[src/rtl/uart_tx_if.sv]
// Byte-in / serial-out handshake bundle for uart_tx.
// The master drives the request and byte; the slave (uart_tx) drives the line and status.
interface uart_tx_if;
  logic       tx_start;
  logic [7:0] tx_d_in;
  logic       tx_d_out;
  logic       tx_busy;
  logic       tx_done;

  modport master (
    output tx_start,
    output tx_d_in,
    input  tx_d_out,
    input  tx_busy,
    input  tx_done
  );

  modport slave (
    input  tx_start,
    input  tx_d_in,
    output tx_d_out,
    output tx_busy,
    output tx_done
  );
endinterface

[src/rtl/uart_tx.sv]
// 8-bit UART transmitter: start bit, 8 data bits LSB first, optional even parity, one stop bit.
// Optional feature: define UART_TX_PARITY_EN to insert an even parity bit between data and stop.
module uart_tx #(
  parameter int unsigned CLKS_PER_BIT = 5208
) (
  input  logic      system_clock,
  input  logic      reset_n,
  uart_tx_if.slave  bus
);

  localparam logic [15:0] LAST_CNT = 16'(CLKS_PER_BIT - 1);

  typedef enum logic [2:0] {
    ST_IDLE,
    ST_START,
    ST_DATA,
`ifdef UART_TX_PARITY_EN
    ST_PARITY,
`endif
    ST_STOP
  } state_t;

  state_t      state_q, state_d;
  logic [15:0] cnt_q,   cnt_d;
  logic [2:0]  idx_q,   idx_d;
  logic [7:0]  data_q,  data_d;
  logic        tx_q,    tx_d;
  logic        busy_q,  busy_d;
  logic        done_q,  done_d;

  logic        bit_end;
  logic [2:0]  idx_nxt;

  assign bit_end = (cnt_q == LAST_CNT);
  assign idx_nxt = idx_q + 3'd1;

  // Every output is a flop; tx_d carries the level the line takes on the next edge.
  always_comb begin
    // NOTE: every signal gets a default first so no path through the case can infer a latch.
    state_d = state_q;
    cnt_d   = bit_end ? 16'd0 : cnt_q + 16'd1;
    idx_d   = idx_q;
    data_d  = data_q;
    tx_d    = tx_q;
    busy_d  = busy_q;
    done_d  = 1'b0;

    unique case (state_q)
      ST_IDLE: begin
        cnt_d  = '0;
        idx_d  = '0;
        tx_d   = 1'b1;
        busy_d = 1'b0;
        if (bus.tx_start) begin
          state_d = ST_START;
          data_d  = bus.tx_d_in;
          tx_d    = 1'b0;
          busy_d  = 1'b1;
        end
      end

      ST_START: begin
        if (bit_end) begin
          state_d = ST_DATA;
          idx_d   = '0;
          tx_d    = data_q[0];
        end
      end

      ST_DATA: begin
        if (bit_end) begin
          if (idx_q == 3'd7) begin
`ifdef UART_TX_PARITY_EN
            state_d = ST_PARITY;
            tx_d    = ^data_q;
`else
            state_d = ST_STOP;
            tx_d    = 1'b1;
`endif
          end else begin
            idx_d = idx_nxt;
            tx_d  = data_q[idx_nxt];
          end
        end
      end

`ifdef UART_TX_PARITY_EN
      ST_PARITY: begin
        if (bit_end) begin
          state_d = ST_STOP;
          tx_d    = 1'b1;
        end
      end
`endif

      ST_STOP: begin
        // Completion is flagged as the state returns to idle, so a request in the
        // done cycle is already seen by ST_IDLE and the next frame follows directly.
        if (bit_end) begin
          state_d = ST_IDLE;
          tx_d    = 1'b1;
          busy_d  = 1'b0;
          done_d  = 1'b1;
        end
      end

      default: begin
        state_d = ST_IDLE;
        cnt_d   = '0;
        idx_d   = '0;
        tx_d    = 1'b1;
        busy_d  = 1'b0;
      end
    endcase
  end

  always_ff @(posedge system_clock) begin
    // NOTE: state uses non-blocking assignments so every flop samples pre-edge values.
    if (!reset_n) begin
      state_q <= ST_IDLE;
      cnt_q   <= '0;
      idx_q   <= '0;
      // NOTE: the byte register is reset as well so an aborted frame leaves no stale data.
      data_q  <= '0;
      tx_q    <= 1'b1;
      busy_q  <= 1'b0;
      done_q  <= 1'b0;
    end else begin
      state_q <= state_d;
      cnt_q   <= cnt_d;
      idx_q   <= idx_d;
      data_q  <= data_d;
      tx_q    <= tx_d;
      busy_q  <= busy_d;
      done_q  <= done_d;
    end
  end

  assign bus.tx_d_out = tx_q;
  assign bus.tx_busy  = busy_q;
  assign bus.tx_done  = done_q;

endmodule

[src/flat_wrapper.sv]
// flat-port wrapper written by rule: the top's interface ports become plain ports
module uart_tx_flat 
#(
  parameter int unsigned CLKS_PER_BIT = 5208
)
  (system_clock, reset_n, bus_tx_start, bus_tx_d_in, bus_tx_d_out, bus_tx_busy, bus_tx_done);
  uart_tx_if bus_i ();
  input  logic system_clock;
  input  logic reset_n;
  input wire logic [$bits(bus_i.tx_start)-1:0] bus_tx_start;
  input wire logic [$bits(bus_i.tx_d_in)-1:0] bus_tx_d_in;
  output wire logic [$bits(bus_i.tx_d_out)-1:0] bus_tx_d_out;
  output wire logic [$bits(bus_i.tx_busy)-1:0] bus_tx_busy;
  output wire logic [$bits(bus_i.tx_done)-1:0] bus_tx_done;
  assign bus_i.tx_start = bus_tx_start;
  assign bus_i.tx_d_in = bus_tx_d_in;
  assign bus_tx_d_out = bus_i.tx_d_out;
  assign bus_tx_busy = bus_i.tx_busy;
  assign bus_tx_done = bus_i.tx_done;
  uart_tx #(.CLKS_PER_BIT(CLKS_PER_BIT)) u_core (.system_clock(system_clock), .reset_n(reset_n), .bus(bus_i));
endmodule
[config.mk]
export PLATFORM = sky130hd
export DESIGN_NAME = uart_tx_flat
export DESIGN_NICKNAME = d
export VERILOG_FILES = /design/src/rtl/uart_tx_if.sv /design/src/rtl/uart_tx.sv /design/src/flat_wrapper.sv
export SDC_FILE = /design/constraint.sdc
export NUM_CORES = 1
export LEC_CHECK = 0
export ABC_AREA = 1
export BUFFER_PORTS_ARGS = -buffer_cell sky130_fd_sc_hd__buf_2
export CAP_MARGIN = 20
export CORE_MARGIN = 2
export CORE_UTILIZATION = 62
export DETAILED_ROUTE_END_ITERATION = 8
export PLACE_DENSITY_LB_ADDON = 0.1
export SLEW_MARGIN = 25
export SYNTH_ARGS = -nofsm -noshare
export SYNTH_HDL_FRONTEND = slang
export SYNTH_SLANG_ARGS = --single-unit
[constraint.sdc]
create_clock -name system_clock -period 2.51 [get_ports system_clock]
set_clock_uncertainty 0.05 [all_clocks]
set_input_delay 0.3765 -clock system_clock [delete_from_list [all_inputs] [get_ports system_clock]]
set_output_delay 0.3765 -clock system_clock [all_outputs]
set_load 0.05 [all_outputs]
==> results of run 1 <==
[layout make-up]
type	count	area share
clock buffers	7	0.0358
clock inverters	1	0.0165
inverters	26	0.0538
multi-input cells	157	0.484
flip-flops and latches	32	0.353
well taps	30	0.0207
repair buffers	13	0.0358
[state kept, by name, indices dropped and copies added, names as in the netlist]
name                 cells
u_core.data_q            8
u_core.bus.tx_d_out      1
u_core.state_q           2
u_core.cnt_q            16
u_core.idx_q             3
u_core.bus.tx_done       1
u_core.bus.tx_busy       1
[worst paths after layout]
| kind | from | to | slack (ns) | cells past startpoint |
|---|---|---|---|---|
| worst max-delay path | u_core.state_q[0] | u_core.state_q[1] | 0.87 | 7 |
| worst min-delay path | bus_tx_d_in[7] | u_core.data_q[7] | 0.24 | 3 |
| worst max register to register | u_core.state_q[0] | u_core.state_q[1] | 0.87 | 7 |
| worst min register to register | u_core.cnt_q[0] | u_core.cnt_q[0] | 0.42 | 1 |
[through the flow]
stage / hold slack, ns / utilization / area (um2) / instances
after global placement: 0.389 / 0.694 / 1720 / 258
final: 0.236 / 0.733 / 1820 / 266
after detailed placement: 0.403 / 0.694 / 1720 / 258
after CTS: 0.224 / 0.733 / 1820 / 266
after global routing: 0.236 / 0.733 / 1820 / 266
after floorplan: 0.379 / - / 1630 / 217
[synthesized netlist by cell type, types with 2 or more instances]
library cell,count,area [um2]
ha_1,7,87.6
dfxtp_1,32,641
nor2_1,34,128
nor3b_1,3,22.5
nor2_2,3,18.8
xor2_1,4,35.0
nand2_2,8,50.1
inv_1,23,86.3
nor2_4,3,33.8
nand2_1,34,128
nand4_1,3,18.8
nor3_1,4,20.0
a21oi_1,11,55.1
a31oi_1,2,12.5
o21ai_0,9,45.0
nand3_1,14,70.1
clkinv_1,2,7.51
nor3_2,3,30.0
[where the power goes]
| group | total, mW | leakage (nW) | switching (mW) | internal, mW |
|---|---|---|---|---|
| registers | 0.637 | 0.261 | 0.0544 | 0.583 |
| clock network | 0.446 | 0.0515 | 0.182 | 0.264 |
| logic | 0.476 | 0.440 | 0.314 | 0.162 |
| total | 1.56 | 0.752 | 0.550 | 1.01 |
[worst register-to-register path, delay by kind of cell, from the launching register on]
kind,cells,cell delay [ns]
compound gates,1,0.20
simple gates,4,0.56
buf+inv,1,0.08
fa+ha+maj,1,0.27
flops,1,0.38
[per-layer routing]
layer / GRT usage / vias up / wire length [um]
met5: 0 / - / 0
met4: 0.0836 / 0 / 61
met3: 0.0703 / 11 / 137
met2: 0.401 / 36 / 1680
met1: 0.234 / 654 / 1280
li1: - / 742 / -
[cell families after synthesis]
group / Yosys count / synth area share
compound gates: 29 / 0.100
buf+inv: 28 / 0.0690
simple gates: 116 / 0.358
fa+ha+maj: 7 / 0.0536
flops: 32 / 0.392
xor+xnor: 5 / 0.0268
==> impl_metrics.yaml, run 1 <==
run_status:
  run_status: "completed"
clock_network:
  h-tree-depth: 2
  clk-insertion-delay-late_ns: 0.34
  cts_hold_buf: 0
  cts_tree: "built"
  root_buffer: "clkbuf_4"
  cts_resized: 0
  clockBufferDepth: 2
  cts.sinks: 32
  clk_pin_slew_ns: 0.10
  post-cts-setup-buffer-count: 0
  numCtsBuffers: 5
critical_path:
  worst_path_max_delay_cell: "dfxtp_1"
  worstPathArrival_ns: 1.82
  critPathKind: "reg2reg"
  max_stage_delay_ns: 0.38
  end_kind: "register"
  cp-start-kind: "register"
  crit_family: "simple AND/OR/NAND/NOR gates"
  path_buf_inv: 1
  path_cells: "inv_1 -> ha_1 -> or2_2 -> o21ai_2 -> nand3_1 -> nand2_1 -> nor2_1"
  cp.required_ns: 2.69
  crit_fanout: 7
die:
  die_y_um: 55.3
  initial_utilization: 0.659
  dieWidth_um: 55.3
  core-area_um2: 2480
  rows: 18
  pin_count: 14
  die_area_um2: 3060
sta:
  post-route-period-util: 0.655
  fmax_ghz: 0.608
  slew_violations: 0
  hold_viol: 0
  tightest_slew_ns: 0.316
  tns_ns: 0
  period_needed_ns: 1.64
  worst_slack_ns: 0.865
  finalSetupViolCount: 0
  slew_headroom: 0.787
  grt_setup_unrepaired: "no"
drt:
  drc: 0
  via_per_inst: 5.42
  routed_wl_um: 3160
  drt_iter0_markers: 43
  num_vias: 1443
  drtAntennaViolNets: 0
  wl_per_cell_um: 11.9
  drt-pass1-iter-count: 4
global_route:
  grt_pass1_vias: 1342
  antenna_found_initial: 0
  grt_pass1_wl_um: 5380
  grt_max_degree: 17
  grt_use_total: 0.220
  grt_overflow: 0
synth:
  synth_seq_cells: 32
  synth_warnings: 0
  ys_seq_area_frac: 0.392
  synth_nets: 235
  ys_dominant_reg_cell: "dfxtp_1"
  netlist_area_um2: 1630
  avgSynthCellArea_um2: 7.52
  synthDistinctLibCells: 36
  syn_inst: 217
  synth_edf_count: 0
  async_flop_share: 0
final_layout:
  seq_area_um2: 641
  multi_input_area_um2: 880
  drive_gt1_frac: 0.191
  nNetsFinal: 253
  antennaDiodeCount: 0
  fillers: 218
  area_delta_synth_final_pct: 11.2
  final_cell_mix: "nand2_1, nor2_1, dfxtp_1"
run:
  maxCapViolCount: 0
place:
  gp_congestion: 0.889
  dp.final_hpwl_um: 2300
  port_buffers: 13
  place_ws_ns: 0.869
pwr:
  cellLeakagePower_nw: 0.752
  power_density_nw_per_um2: 859
  ir_worst_vdd_mv: 0.719
  power_mw: 1.56
min_path:
  hold_class: "in2reg"
(Power assumes the default switching activity.)
==> inputs of run 2 (changes only) <==
--- a/config.mk
+++ b/config.mk
@@ -5,11 +5,11 @@
 export SDC_FILE = /design/constraint.sdc
 export NUM_CORES = 1
 export LEC_CHECK = 0
-export ABC_AREA = 1
+export ABC_AREA = 0
 export BUFFER_PORTS_ARGS = -buffer_cell sky130_fd_sc_hd__buf_2
 export CAP_MARGIN = 20
 export CORE_MARGIN = 2
-export CORE_UTILIZATION = 62
+export CORE_UTILIZATION = 52
 export DETAILED_ROUTE_END_ITERATION = 8
 export PLACE_DENSITY_LB_ADDON = 0.1
 export SLEW_MARGIN = 25
==> constraint.sdc (replaced) <==
create_clock -name system_clock -period 1.39 [get_ports system_clock]
set_clock_uncertainty 0.05 [all_clocks]
set_input_delay 0.2085 -clock system_clock [delete_from_list [all_inputs] [get_ports system_clock]]
set_output_delay 0.2085 -clock system_clock [all_outputs]
set_load 0.05 [all_outputs]
==> run 2 against run 1 <==
Against the previous run:
- the run now ends with setup timing left
- register-to-register slack lost 1.3 ns
- first-iteration DRC count shrank 7.0%
- hold slack lost 0.17 ns
- synthesized cell count shrank 21%
- critical path depth shrank 2
- critical endpoint is now u_core.bus.tx_d_out
==> impl_metrics.yaml, run 2 <==
pwr:
  cellLeakagePower_nw: 0.881
  power_density_nw_per_um2: 1380
  power_mw: 3.13
  ir_worst_vdd_mv: 1.46
sta:
  slew_violations: 0
  tns_ns: -5.93
  grt_setup_unrepaired: "yes"
  tightest_slew_ns: 0.349
  hold_viol: 0
  slew_headroom: 0.765
  fmax_ghz: 0.559
  finalSetupViolCount: 23
  period_needed_ns: 1.79
  worst_slack_ns: -0.399
  post-route-period-util: 1.29
synth:
  synth_nets: 190
  yosysTopAreaCell: "dfxtp_1"
  synth_edf_count: 0
  ys_dominant_reg_cell: "dfxtp_1"
  synthDistinctLibCells: 38
  synth_seq_cells: 32
  avgSynthCellArea_um2: 9.00
  synth.top_cell.area_share: 0.414
  synth_warnings: 0
  async_flop_share: 0
  ys_seq_area_frac: 0.414
  synth_area_leaders: "dfxtp_1, nand2_1, ha_1"
  yosys-top-cells-count: "dfxtp_1, nand2_1, nor2_1"
  syn_inst: 172
  netlist_area_um2: 1550
clock_network:
  clk_pin_slew_ns: 0.10
  numCtsBuffers: 5
  clk-insertion-delay-late_ns: 0.34
  root_buffer: "clkbuf_4"
  h-tree-depth: 2
  cts_hold_buf: 0
  cts_tree: "built"
  clockBufferDepth: 2
  cts.sinks: 32
run_status:
  run_status: "complete, but fails checks"
  violations: "setup timing"
run:
  maxCapViolCount: 0
die:
  core-area_um2: 2780
  die_y_um: 58.6
  dieWidth_um: 58.6
  pin_count: 14
  rows: 19
  initial_utilization: 0.556
  die_area_um2: 3430
drt:
  routed_wl_um: 3820
  drt_iter0_markers: 40
  drt-pass1-iter-count: 4
  drtAntennaViolNets: 0
  drc: 0
  via_per_inst: 5.56
  num_vias: 1446
  wl_per_cell_um: 14.7
final_layout:
  seq_area_um2: 666
  final_common_cell: "buf_4"
  final_cell_mix: "buf_4, nand2_1, dfxtp_1"
  fin_cells: 260
  design_area_um2: 2260
  area_delta_synth_final_pct: 46.2
  drive_gt1_frac: 0.498
  multi_input_area_um2: 1080
  fillers: 172
  top_regs: "u_core.cnt_q x16, u_core.data_q x8, u_core.idx_q x3"
  top_register: "u_core.cnt_q"
  antennaDiodeCount: 0
  largest_reg_flops: 16
  nNetsFinal: 246
global_route:
  grt_use_met1: 0.230
  grt_use_total: 0.230
  top_usage_layer: "met2"
  grt_pass1_wl_um: 5890
  grt_pass1_vias: 1402
  grt_overflow: 0
  grt_use_met2: 0.432
  met3_usage: 0.0615
  grt_max_degree: 17
  antenna_found_initial: 0
place:
  port_buffers: 13
  gp_congestion: 0.883
  place_area_um2: 2020
  dp.final_hpwl_um: 2530
  placed_cells: 248
  place_ws_ns: -0.390
critical_path:
  cp-start-kind: "register"
  crit_fanout: 5
  end_kind: "register"
  cp.required_ns: 1.56
  worstPathArrival_ns: 1.96
  critPathKind: "reg2reg"
min_path:
  hold_class: "in2reg"
## run 2: changes by cell type in the layout (fill, tap and decap cells not counted), moves of 7 or more
cell	delta
dfxtp_1	-10
nor2_2	+8
nor2_1	-32
xnor2_1	+7
a21oi_1	-9
nand3_1	-10
buf_4	+34
o21ai_0	-9
inv_1	-19
## run 2: logic make-up after synthesis
family | Yosys count | synth area share
buffers and inverters | 9 | 0.0226
adder cells (fa/ha/maj) | 7 | 0.0566
AND/OR/NAND/NOR | 82 | 0.281
flip-flops | 32 | 0.414
AO/OA/AOI/OAI | 23 | 0.101
multiplexers | 7 | 0.0566
XOR/XNOR | 12 | 0.0679
## run 2: power by group
part | total [mW] | switching (mW) | leakage [nW] | internal, mW
Sequential | 1.13 | 0.0883 | 0.266 | 1.04
Clock | 0.566 | 0.317 | 0.0326 | 0.249
Combinational | 1.43 | 0.713 | 0.582 | 0.721
## run 2: cell type report
| class | instances | share of cell area |
|---|---|---|
| flip-flops and latches | 32 | 0.294 |
| multi-input cells | 132 | 0.478 |
| clock buffers | 8 | 0.0260 |
| inverters | 5 | 0.00830 |
| repair buffers | 52 | 0.176 |
| well taps | 31 | 0.0171 |
## run 2: repair_timing
| action | in CTS | in global routing |
|---|---|---|
| endpoints found under the setup margin | 31 | 32 |
| setup buffers | 1 | 1 |
| gates cloned | 0 | 2 |
| resized for setup | 13 | 26 |
| pin swaps | 11 | 7 |
## run 2: per-stage QoR
| step | hold WS [ns] | utilization |
|---|---|---|
| 2_1_floorplan | 0.303 | - |
| 3_5_place_dp | 0.401 | 0.726 |
| 5_1_grt | 0.0636 | 0.813 |
| 6_report | 0.0660 | 0.813 |
| 4_1_cts | 0.0566 | 0.769 |
| 3_3_place_gp | 0.390 | 0.726 |
## run 2: worst paths after layout
path | startpoint | endpoint | slack [ns] | cells after the start
setup / recovery | u_core.idx_q[1] | u_core.bus.tx_d_out | -0.40 | 5
hold / removal | bus_tx_d_in[7] | u_core.data_q[7] | 0.07 | 3
setup reg to reg | u_core.idx_q[1] | u_core.bus.tx_d_out | -0.40 | 5
hold reg to reg | u_core.bus.tx_busy | u_core.bus.tx_busy | 0.42 | 2
## run 2: critical path: stages, from the launching register on
cell and delay (ns):
dfxtp_2 0.35, ha_4 0.30, mux2_4 0.30, mux4_2 0.47, o21ai_2 0.13, a21oi_1 0.09
## run 2: metal layers
metal | wire [um] | vias to the layer above
met5 | 0 | -
met4 | 55 | 0
met3 | 100 | 9
met2 | 2180 | 28
met1 | 1490 | 688
li1 | - | 721
==> inputs of run 3 (changes only) <==
--- a/config.mk
+++ b/config.mk
@@ -7,11 +7,11 @@
 export LEC_CHECK = 0
 export ABC_AREA = 0
 export BUFFER_PORTS_ARGS = -buffer_cell sky130_fd_sc_hd__buf_2
-export CAP_MARGIN = 20
 export CORE_MARGIN = 2
-export CORE_UTILIZATION = 52
+export CORE_UTILIZATION = 57
 export DETAILED_ROUTE_END_ITERATION = 8
 export PLACE_DENSITY_LB_ADDON = 0.1
+export SKIP_LAST_GASP = 1
 export SLEW_MARGIN = 25
 export SYNTH_ARGS = -nofsm -noshare
 export SYNTH_HDL_FRONTEND = slang
==> constraint.sdc (replaced) <==
create_clock -name system_clock -period 1.7 [get_ports system_clock]
set_clock_uncertainty 0.05 [all_clocks]
set_input_delay 0.255 -clock system_clock [delete_from_list [all_inputs] [get_ports system_clock]]
set_output_delay 0.255 -clock system_clock [all_outputs]
set_load 0.05 [all_outputs]
==> run 3 against run 2 <==
Against the previous run:
- the flow still finishes with violations (setup timing)
- via count shrank 2.1%
- fmax grew 1.5%
- first-iteration DRC count shrank 7.5%
- worst setup slack gained 0.34 ns
- sequential share of layout area grew 3.9 points
- design area shrank 13%
- wire length shrank 2.7%
- register-to-register slack gained 0.34 ns
- combinational power shrank 39%
- clock power shrank 16%
- die area shrank 8.2%
==> impl_metrics.yaml, run 3 (same netlist as run 2, synthesis figures left out) <==
critical_path:
  end_kind: "register"
  path_cells: "ha_4 -> mux2_4 -> mux4_2 -> o21ai_2 -> a21oi_1"
  crit_fanout: 5
  cp-start-kind: "register"
  cp.required_ns: 1.89
  worstPathArrival_ns: 1.95
  path_buf_inv: 0
  critPathKind: "reg2reg"
  worst-r2r-cell-count: 5
  crit_family: "multiplexers"
  reg2reg_to: "u_core.bus.tx_d_out"
  max_stage_delay_ns: 0.47
  rrSetupSlack_ns: -0.06
  rr_startpoint: "u_core.idx_q[1]"
  startpoint: "u_core.idx_q[1]"
  worst_path_max_delay_cell: "mux4_2"
final_layout:
  final_util: 0.776
  final_common_cell: "nand2_1"
  fin_cells: 240
  final_cell_mix: "nand2_1, dfxtp_1, buf_4"
  drive_gt1_frac: 0.329
  largest_reg_flops: 16
  nNetsFinal: 227
  antennaDiodeCount: 0
  area_delta_synth_final_pct: 26.4
  top_register: "u_core.cnt_q"
  fillers: 180
  top_regs: "u_core.cnt_q x16, u_core.data_q x8, u_core.idx_q x3"
clock_network:
  cts_hold_buf: 0
  clk-insertion-delay-late_ns: 0.35
  root_buffer: "clkbuf_4"
  clk_pin_slew_ns: 0.10
  clockBufferDepth: 2
  h-tree-depth: 2
  cts_tree: "built"
  numCtsBuffers: 5
  cts.sinks: 32
sta:
  tightest_slew_ns: 0.357
  hold_viol: 0
  slew_headroom: 0.762
  slew_violations: 0
  period_needed_ns: 1.76
  grt_setup_unrepaired: "yes"
  worst_slack_ns: -0.0623
  fmax_ghz: 0.567
  tns_ns: -0.0623
  post-route-period-util: 1.04
  finalSetupViolCount: 1
run_status:
  run_status: "complete, but fails checks"
  violations: "setup timing"
pwr:
  cellLeakagePower_nw: 0.779
  power_density_nw_per_um2: 1150
  ir_worst_vdd_mv: 1.19
  p_clk_frac: 0.211
  seqPwrFrac: 0.404
  sw_frac_of_total: 0.363
  switching_power_mw: 0.817
  comb_power_share: 0.385
  power_mw: 2.25
  internal_power_mw: 1.43
place:
  port_buffers: 13
  placed_cells: 229
  gp_congestion: 0.800
  dp.final_hpwl_um: 2540
min_path:
  hold_class: "in2reg"
  worst_hold_path.num_cells: 3
  min_to: "u_core.data_q[7]"
  min_from: "bus_tx_d_in[7]"
drt:
  drc: 0
  drt_iter0_markers: 37
  wl_per_cell_um: 15.5
  via_per_inst: 5.90
  num_vias: 1416
  drtAntennaViolNets: 0
  routed_wl_um: 3720
  drt-pass1-iter-count: 4
die:
  core-area_um2: 2520
  rows: 18
  initial_utilization: 0.614
  pin_count: 14
  die_y_um: 56.1
  die_area_um2: 3150
  dieWidth_um: 56.1
global_route:
  grt_use_total: 0.252
  grt_use_met2: 0.400
  grt_pass1_vias: 1373
  top_usage_layer: "met2"
  met3_usage: 0.0860
  grt_pass1_wl_um: 6100
  antenna_found_initial: 0
  grt_overflow: 0
  grt_use_met1: 0.300
  grt_max_degree: 24
run:
  maxCapViolCount: 0
[run 3: stage by stage]
stage / worst slack, ns / hold WS [ns] / area [um2]
floorplan: -0.0282 / 0.350 / 1580
global placement: -0.0440 / 0.389 / 1810
detailed placement: -0.0902 / 0.409 / 1810
CTS: -0.0812 / 0.0908 / 1900
global route: -0.126 / 0.0988 / 1960
finish: -0.0623 / 0.101 / 1960
[run 3: power by group through the flow]
stage	logic (mW)	registers, mW	clock network [mW]
after floorplan	0.443	0.974	0
after global placement	0.692	0.914	0
after detailed placement	0.719	0.923	0
after CTS	0.738	0.916	0.475
after global routing	0.957	0.926	0.511
final	0.866	0.910	0.476
[run 3: tightest hold or removal path: stages]
cell and delay, ns:
buf_2 0.09, nand2_1 0.04, a21boi_0 0.06
[run 3: cell type report]
type	count	area (um2)	area share
multi-input cells	131	948	0.485
flip-flops and latches	32	652	0.333
repair buffers	34	239	0.122
clock buffers	6	51.3	0.0262
well taps	30	37.5	0.0192
inverters	5	18.8	0.00959
clock inverters	2	10.0	0.00512
[run 3: how the worst max path moves through the flow]
stage,endpoint,slack [ns],cells after the start
finish,u_core.bus.tx_d_out,-0.06,5
global route,u_core.bus.tx_d_out,-0.13,5
CTS,u_core.bus.tx_d_out,-0.08,5
detailed placement,u_core.bus.tx_d_out,-0.09,5
global placement,u_core.bus.tx_d_out,-0.04,5
floorplan,u_core.bus.tx_d_out,-0.03,5
[run 3: layer usage]
metal  vias up  wire [um]
met2        55       1830
met5         -          0
met4         0        104
met1       672       1550
li1        677          -
met3        12        240
[run 3: timing repair]
item                       CTS  global route
resized for setup            7            10
setup endpoints to repair    6            23
pin swaps                    5             4
setup buffers                1             2
